[config.mk]
export PLATFORM = sky130hd
export DESIGN_NAME = dvs_event_fifo_server
export DESIGN_NICKNAME = d
export VERILOG_FILES = /design/src/rtl/dvs_ravens_pkg.sv /design/src/rtl/dvs_rr_arbiter.sv /design/src/rtl/dvs_event_fifo_server.sv
export SDC_FILE = /design/constraint.sdc
export NUM_CORES = 1
export LEC_CHECK = 0
export ABC_AREA = 1
export CORE_UTILIZATION = 40
export CTS_CLUSTER_SIZE = 30
export DETAILED_ROUTE_END_ITERATION = 8
export HOLD_SLACK_MARGIN = 0.02
export PLACE_DENSITY = 0.68
export SLEW_MARGIN = 20
export SYNTH_ARGS = -nofsm -noshare
export SYNTH_HDL_FRONTEND = slang
export SYNTH_SLANG_ARGS = --single-unit
[constraint.sdc]
create_clock -name clk -period 5.1 [get_ports clk]
set_clock_uncertainty 0.15 [all_clocks]
set_input_delay 1.53 -clock clk [delete_from_list [all_inputs] [get_ports clk]]
set_output_delay 1.53 -clock clk [all_outputs]
set_load 0.005 [all_outputs]
[src/rtl/dvs_ravens_pkg.sv]
// dvs_ravens_pkg: shared DVS event width, event-server defaults and server state type
package dvs_ravens_pkg;
  localparam int EVENT_BITS = 32;
  localparam int FIFO_DEPTH_DEF = 16;
  localparam int NUM_READERS_DEF = 2;
  typedef enum logic [1:0] {IDLE, GRANT, WAIT_RD, DATA} srv_state_t;
  function automatic int ptr_bits(input int n);
    return n > 1 ? $clog2(n) : 1;
  endfunction
endpackage

[src/rtl/dvs_rr_arbiter.sv]
// dvs_rr_arbiter: combinational round-robin pick, first requester at or after ptr wins
module dvs_rr_arbiter import dvs_ravens_pkg::*; #(
  parameter int N = NUM_READERS_DEF
) (
  input  logic [N-1:0]           req,
  input  logic [ptr_bits(N)-1:0] ptr,
  output logic [N-1:0]           gnt,
  output logic                   valid
);
  localparam int IW = ptr_bits(N);
  logic [IW-1:0] idx;
  // scan from the far end so the closest requester to ptr overwrites last
  always_comb begin
    gnt = '0;
    idx = '0;
    for (int k = N - 1; k >= 0; k--) begin
      idx = IW'((int'(ptr) + k) % N);
      if (req[idx]) begin
        gnt = '0;
        gnt[idx] = 1'b1;
      end
    end
  end
  assign valid = |req;
endmodule

[src/rtl/dvs_event_fifo_server.sv]
// dvs_event_fifo_server: DVS event queue served one event at a time to round-robin readers
module dvs_event_fifo_server import dvs_ravens_pkg::*; #(
  parameter int FIFO_DEPTH  = FIFO_DEPTH_DEF,
  parameter int NUM_READERS = NUM_READERS_DEF
) (
  input  logic                         clk,
  input  logic                         rst_n,
  input  logic                         wr_en,
  input  logic [EVENT_BITS-1:0]        wr_event,
  input  logic [NUM_READERS-1:0]       fifo_req,
  input  logic [NUM_READERS-1:0]       fifo_rd_en,
  output logic [NUM_READERS-1:0]       fifo_grant,
  output logic [EVENT_BITS-1:0]        fifo_event,
  output logic                         fifo_full,
  output logic                         fifo_empty,
  output logic [$clog2(FIFO_DEPTH):0]  fifo_count,
  output logic [15:0]                  drop_count
);
  localparam int AW = $clog2(FIFO_DEPTH);
  localparam int PW = ptr_bits(NUM_READERS);
  logic [EVENT_BITS-1:0] mem [FIFO_DEPTH];
  logic [AW-1:0] wr_ptr, rd_ptr;
  logic [AW:0] count;
  logic [PW-1:0] prio, win_idx;
  logic [NUM_READERS-1:0] arb_gnt, win;
  logic arb_valid, push, pop, start;
  srv_state_t state, state_nx;
  dvs_rr_arbiter #(.N(NUM_READERS)) u_arb (
    .req   (fifo_req),
    .ptr   (prio),
    .gnt   (arb_gnt),
    .valid (arb_valid)
  );
  assign fifo_count = count;
  assign fifo_full  = count == (AW+1)'(FIFO_DEPTH);
  assign fifo_empty = count == '0;
  assign push  = wr_en && !fifo_full;
  assign start = state == IDLE && !fifo_empty && arb_valid;
  assign pop   = state == WAIT_RD && |(fifo_rd_en & win);
  always_ff @(posedge clk)
    if (!rst_n) state <= IDLE;
    else state <= state_nx;
  always_comb
    state_nx = state == IDLE    ? (start ? GRANT : IDLE) :
               state == GRANT   ? WAIT_RD :
               state == WAIT_RD ? (pop ? DATA : IDLE) : IDLE;
  always_comb fifo_grant = state == GRANT ? win : '0;
  always_comb begin
    win_idx = '0;
    for (int i = 0; i < NUM_READERS; i++)
      if (arb_gnt[i]) win_idx = PW'(i);
  end
  // a drop is counted on a full write even if a pop frees space at the same edge
  always_ff @(posedge clk) begin
    if (!rst_n) begin
      wr_ptr     <= '0;
      rd_ptr     <= '0;
      count      <= '0;
      prio       <= '0;
      win        <= '0;
      fifo_event <= '0;
      drop_count <= '0;
    end else begin
      if (push) wr_ptr <= wr_ptr + 1'b1;
      if (pop) begin
        rd_ptr     <= rd_ptr + 1'b1;
        fifo_event <= mem[rd_ptr];
      end
      count <= count + (AW+1)'(push) - (AW+1)'(pop);
      if (wr_en && fifo_full && drop_count != 16'hFFFF) drop_count <= drop_count + 16'd1;
      if (start) begin
        win  <= arb_gnt;
        prio <= win_idx == PW'(NUM_READERS - 1) ? '0 : win_idx + 1'b1;
      end
    end
  end
  always_ff @(posedge clk)
    if (push) mem[wr_ptr] <= wr_event;
endmodule

==> results of run 1 <==
-- layout make-up --
cell class	count	area, um^2
inverters	331	1252
multi-input cells	1441	6335
well taps	782	978.4
clock buffers	77	1533
flip-flops and latches	578	16710
fillers	5377	32310
repair buffers	130	1326
clock inverters	33	254.0
-- logic make-up (layout without fill, tap and decap cells) --
family,after synthesis,in the layout,synth area share (%)
flip-flops,578,578,67.45
XOR/XNOR,8,8,0.2831
AND/OR/NAND/NOR,1379,1379,23.15
adder cells (fa/ha/maj),13,13,0.6874
AO/OA/AOI/OAI,41,41,0.9706
buffers and inverters,452,571,7.461
-- final timing paths --
| kind | from | slack, ps | to |
|---|---|---|---|
| min | prio | 300 | prio |
| max | fifo_count[3] | 1410 | fifo_full |
| min reg2reg | prio | 300 | prio |
| max reg2reg | fifo_count[3] | 2210 | mem[6][21] |
-- per-layer routing --
layer  part of all wire, %  GRT usage [%]
met1                    43          24.88
met2                    49          32.85
met3                   5.9          2.723
met4                   1.9          5.048
met5                     0              0
-- power groups by stage --
stage / sequential (mW) / combinational [mW] / clock [mW]
detailed placement: 5.51 / 1.05 / 0
floorplan: 5.50 / 0.633 / 0
finish: 5.41 / 1.05 / 3.99
CTS: 5.41 / 1.06 / 4.06
global route: 5.43 / 1.18 / 4.23
global placement: 5.51 / 1.02 / 0
-- registers in the layout (all words and copies together), names as in the netlist --
register and cells:
drop_count 16, fifo_count 5, fifo_event 32, mem 512, prio 1, rd_ptr 4, state 2, win 2
wr_ptr 4
-- metrics by stage --
step	cells	hold WS (ps)
3_3_place_gp	3262	294.0
2_1_floorplan	2471	276.9
3_5_place_dp	3262	295.1
6_report	3372	304.4
4_1_cts	3372	303.7
5_1_grt	3372	341.1
-- critical path, delay by kind of cell (launching register included) --
kind,cells,cell delay [ps]
adders and majority gates,1,180
buffers and inverters,3,690
and+or+nand+nor,1,210
DFF,1,330
-- placed cells by master, fill, tap and decap left out, types with 2 or more instances in the layout --
cell             instances
clkinvlp_4               5
a21oi_1                 20
inv_2                    8
nand4_1                  7
xnor2_1                  3
dfxtp_4                  2
nand2_2                  2
inv_1                  320
clkinv_1                11
clkbuf_1                18
nand3_1                369
ha_1                    12
nor2_1                  91
buf_12                   9
dfxtp_2                  2
dfxtp_1                 62
a21oi_2                  6
clkinv_16                2
nand2_1                882
nor2_4                  20
xor2_1                   5
clkinv_2                11
buf_4                   26
inv_6                    4
o21ai_0                 10
clkdlybuf4s50_1         95
edfxtp_1               512
clkbuf_16               58
==> flow_summary.ini, run 1 <==
[cells_and_area]
drive_gt1_share_pct = 6.409
n_antenna_cell = 0
fin_nets = 2592
synthToLayoutAreaGrowth_pct = 14.67
design_area_um2 = 28380
fin_util_pct = 46.77

[yosys]
ys_top_cells_by_area = edfxtp_1 (62%), nand2_1 (13%), nand3_1 (7.5%), dfxtp_1 (5.3%), inv_1 (4.9%)
yosysUniqueCellTypes = 36
yosysSeqAreaShare_pct = 67.45
synthesis.area_um2 = 24750
synth_commonest_cells = nand2_1 (882), edfxtp_1 (512), nand3_1 (369)
yosys_warnings = 0
synth_edf_count = 512
syn_avg_cell_area_um2 = 10.02
yosys.cell_count.top_type = nand2_1
synthesis.nets = 2523
synthesis.instances = 2471
synth_top_area_share_pct = 62.11
yosysTopAreaCell = edfxtp_1
ys_async_sr_fraction_pct = 0
ys.flop_type = edfxtp_1
synth.ff_latch_count = 578

[status]
status = finished clean

[clocking]
cts_hold_buf = 0
clock-sinks = 578
cts_tree = built
cts_root_buf = clkbuf_16
cts_max_level = 2
clockBufferDepth = 3
clk_pin_slew_ps = 60
insertion_delay_ps = 650
cts.repair.resized = 0
numCtsBuffers = 58
postCtsSetupBuffers = 0

[global_routing]
grt_pass1_vias = 16354
grt_start_max_net_pins = 193
antenna_found_initial = 0
grt.total_usage_pct = 18.97
grt_pass1_wl_um = 92880
overflow = 0

[timing]
slew_viol_final = 0
fmax_mhz = 271.0
tightestPinTransition_ps = 1052
period_share_pct = 72.35
timing.setup.tns_ps = 0
maxSlewHeadroom_pct = 29.89
setup_ws_ps = 1410
fin_crit_ps = 3690
hold_viol = 0
setup-violations-final = 0
grt_setup_unrepaired = false

[critical_path]
cp_slowest_cell = clkdlybuf4s50_1
critical_path.max_stage_delay_ps = 500
cp-end-kind = primary output
crit_path_start_kind = register
worstPathCellList = inv_1 -> ha_1 -> nand4_1 -> inv_1 -> clkdlybuf4s50_1
worstPathArrival_ps = 2010
r2r_cells = 8
crit_path_frequent_cell = inv_1
cp.required_ps = 3420
critPathMaxFanout = 3
worst-setup-path-type = register to primary output

[die]
dieArea_um2 = 62880
rows = 90
die_w_um = 250.8
core_area_um2 = 60700
start_util_pct = 40.78
die_y_um = 250.8
ioPinCount = 96

[place]
pre_cts_slack_ps = 994.9
dpl-instance-area_um2 = 26600
port_buffers = 95
hpwl_um = 33280
gp_congestion = 0.7947

[power_and_ir_drop]
power.internal_mw = 7.883
clock_power_share_pct = 38.2
p_leak_nw = 11.42
pwr-share-seq_pct = 51.8
switching_share_pct = 24.59
switchingPower_mw = 2.570
pwr-share-comb_pct = 10.0
power_density_nw_per_um2 = 368.3
power_mw = 10.45
peakVddDrop_v = 0.0003141

[routing]
dr.pass1.iters = 5
via_per_inst = 4.982
first_iter_violations = 1397
drc_errors = 0
ant_nets = 0
wl_per_cell_um = 17.61
drt_wl_total_um = 59380
vias = 16800

[min_path]
hold_class = register to register
hold_path_depth = 2

[job]
cap_violations = 0
Note: power is estimated with default switching activity, not from simulation.
==> run 2: changes to the inputs <==
==> constraint.sdc (replaced) <==
create_clock -name clk -period 3.6 [get_ports clk]
set_clock_uncertainty 0.15 [all_clocks]
set_input_delay 1.08 -clock clk [delete_from_list [all_inputs] [get_ports clk]]
set_output_delay 1.08 -clock clk [all_outputs]
set_load 0.005 [all_outputs]
==> flow_summary.ini, run 2 (synthesis results as in run 1) <==
[status]
status = finished clean

[critical_path]
crit_path_start_kind = register
critical_path.max_stage_delay_ps = 500
cp.required_ps = 2370
worst_r2r_endpoint = fifo_count[4]
r2r_cells = 12
worstPathArrival_ps = 2060
worstPathCellList = inv_1 -> ha_1 -> nand4_1 -> inv_1 -> clkdlybuf4s50_1
endpoint = fifo_full
worst-setup-path-type = register to primary output
cp-end-kind = primary output
crit_path_frequent_cell = inv_1
cp_slowest_cell = clkdlybuf4s50_1
r2r_start = fifo_count[3]
critPathMaxFanout = 3
startpoint = fifo_count[3]
r2r_setup_slack_ps = 890

[min_path]
hold_class = register to register

[die]
rows = 90
die_y_um = 250.8
dieArea_um2 = 62880
die_w_um = 250.8
start_util_pct = 40.78
ioPinCount = 96
core_area_um2 = 60700

[cells_and_area]
fillers = 5285
drive_gt1_share_pct = 7.074
largest_reg_flops = 512
mostFrequentLayoutCells = nand2_1 (882), edfxtp_1 (512), nand3_1 (369)
fin_nets = 2604
top_register = mem
n_antenna_cell = 0
largestRegisters = mem (512), fifo_event (32), drop_count (16)
final_common_cell = nand2_1
synthToLayoutAreaGrowth_pct = 16.36

[power_and_ir_drop]
power_density_nw_per_um2 = 536.0
peakVddDrop_v = 0.0003672
p_leak_nw = 11.63

[global_routing]
grt_pass1_vias = 16695
grt_use_met1_pct = 24.36
antenna_found_initial = 1
grt_pass1_wl_um = 93500
use_met2_pct = 32.80
overflow = 0
grt_start_max_net_pins = 183
grt.total_usage_pct = 19.05
met3_usage_pct = 2.889
busiest_layer = met2

[routing]
ant_nets = 0
vias = 16915
dr.pass1.iters = 6
drc_errors = 0
first_iter_violations = 1309
drt_wl_total_um = 59930
via_per_inst = 5.000
wl_per_cell_um = 17.71

[timing]
fmax_mhz = 303.9
hold_viol = 0
fin_crit_ps = 3290
grt_setup_unrepaired = false
setup_ws_ps = 309.8
timing.setup.tns_ps = 0
maxSlewHeadroom_pct = 26.35
tightestPinTransition_ps = 1105
holdWs_ps = 305.4
period_share_pct = 91.39
slew_viol_final = 0
setup-violations-final = 0

[place]
port_buffers = 95
pre_cts_slack_ps = 87.09
hpwl_um = 32920
gp_congestion = 0.7966

[clocking]
numCtsBuffers = 58
cts_root_buf = clkbuf_16
clk_pin_slew_ps = 60
cts_tree = built
cts.repair.resized = 0
postCtsSetupBuffers = 0
clockBufferDepth = 3
clock-sinks = 578
cts_hold_buf = 0
insertion_delay_ps = 620
cts_max_level = 2

[job]
cap_violations = 0
[run 2: cell types whose count changed in the layout (fill, tap and decap cells not counted), sizes merged]
cell,delta
clkinv,-5
bufinv,+8
clkbuf,-1
buf,+12
clkinvlp,-3
[run 2: how the worst min path moves through the flow]
stage	from	endpoint	slack, ps	cells after the start
floorplan	prio	prio	280	2
global placement	prio	prio	290	2
detailed placement	prio	prio	300	2
CTS	prio	prio	310	2
global route	prio	prio	350	2
finish	prio	prio	310	2
[run 2: critical path: cells and delay by family, from the launching register on]
kind	cells	cell delay, ps
fa+ha+maj	1	190
buf+inv	3	720
flops	1	330
simple gates	1	210
[run 2: metrics by stage]
stage / cells / area (um^2) / power [mW] / util, %
4_1_cts: 3383 / 28800 / 15.55 / 47.45
6_report: 3383 / 28800 / 15.44 / 47.45
3_5_place_dp: 3274 / 26810 / 9.317 / 44.18
5_1_grt: 3383 / 28800 / 15.98 / 47.45
3_3_place_gp: 3274 / 26810 / 9.256 / 44.18
2_1_floorplan: 2471 / 24750 / 8.682 / -
[run 2: report_power, final]
part | leakage, nW | switching (mW) | internal [mW]
clock network | 0.962 | 2.54 | 3.72
logic | 5.51 | 0.978 | 0.532
registers | 5.16 | 0.108 | 7.56
[run 2: cell type report]
type	count	area (um^2)	area share (%)
sequential	578	16710	58.00
timing repair buffer	142	1541	5.352
tap	782	978.4	3.397
clock inverter	33	417.9	1.451
inverter	331	1255	4.357
multi-input combinational	1441	6335	21.99
clock buffer	76	1569	5.447
[run 2: routing by layer]
| metal | routed length [um] | part of all wire, % | vias to the layer above |
|---|---|---|---|
| li1 | - | - | 8178 |
| met1 | 24920 | 42 | 8050 |
| met4 | 1798 | 3.0 | 2 |
| met3 | 3603 | 6.0 | 110 |
| met5 | 14 | 0.023 | - |
| met2 | 29600 | 49 | 575 |
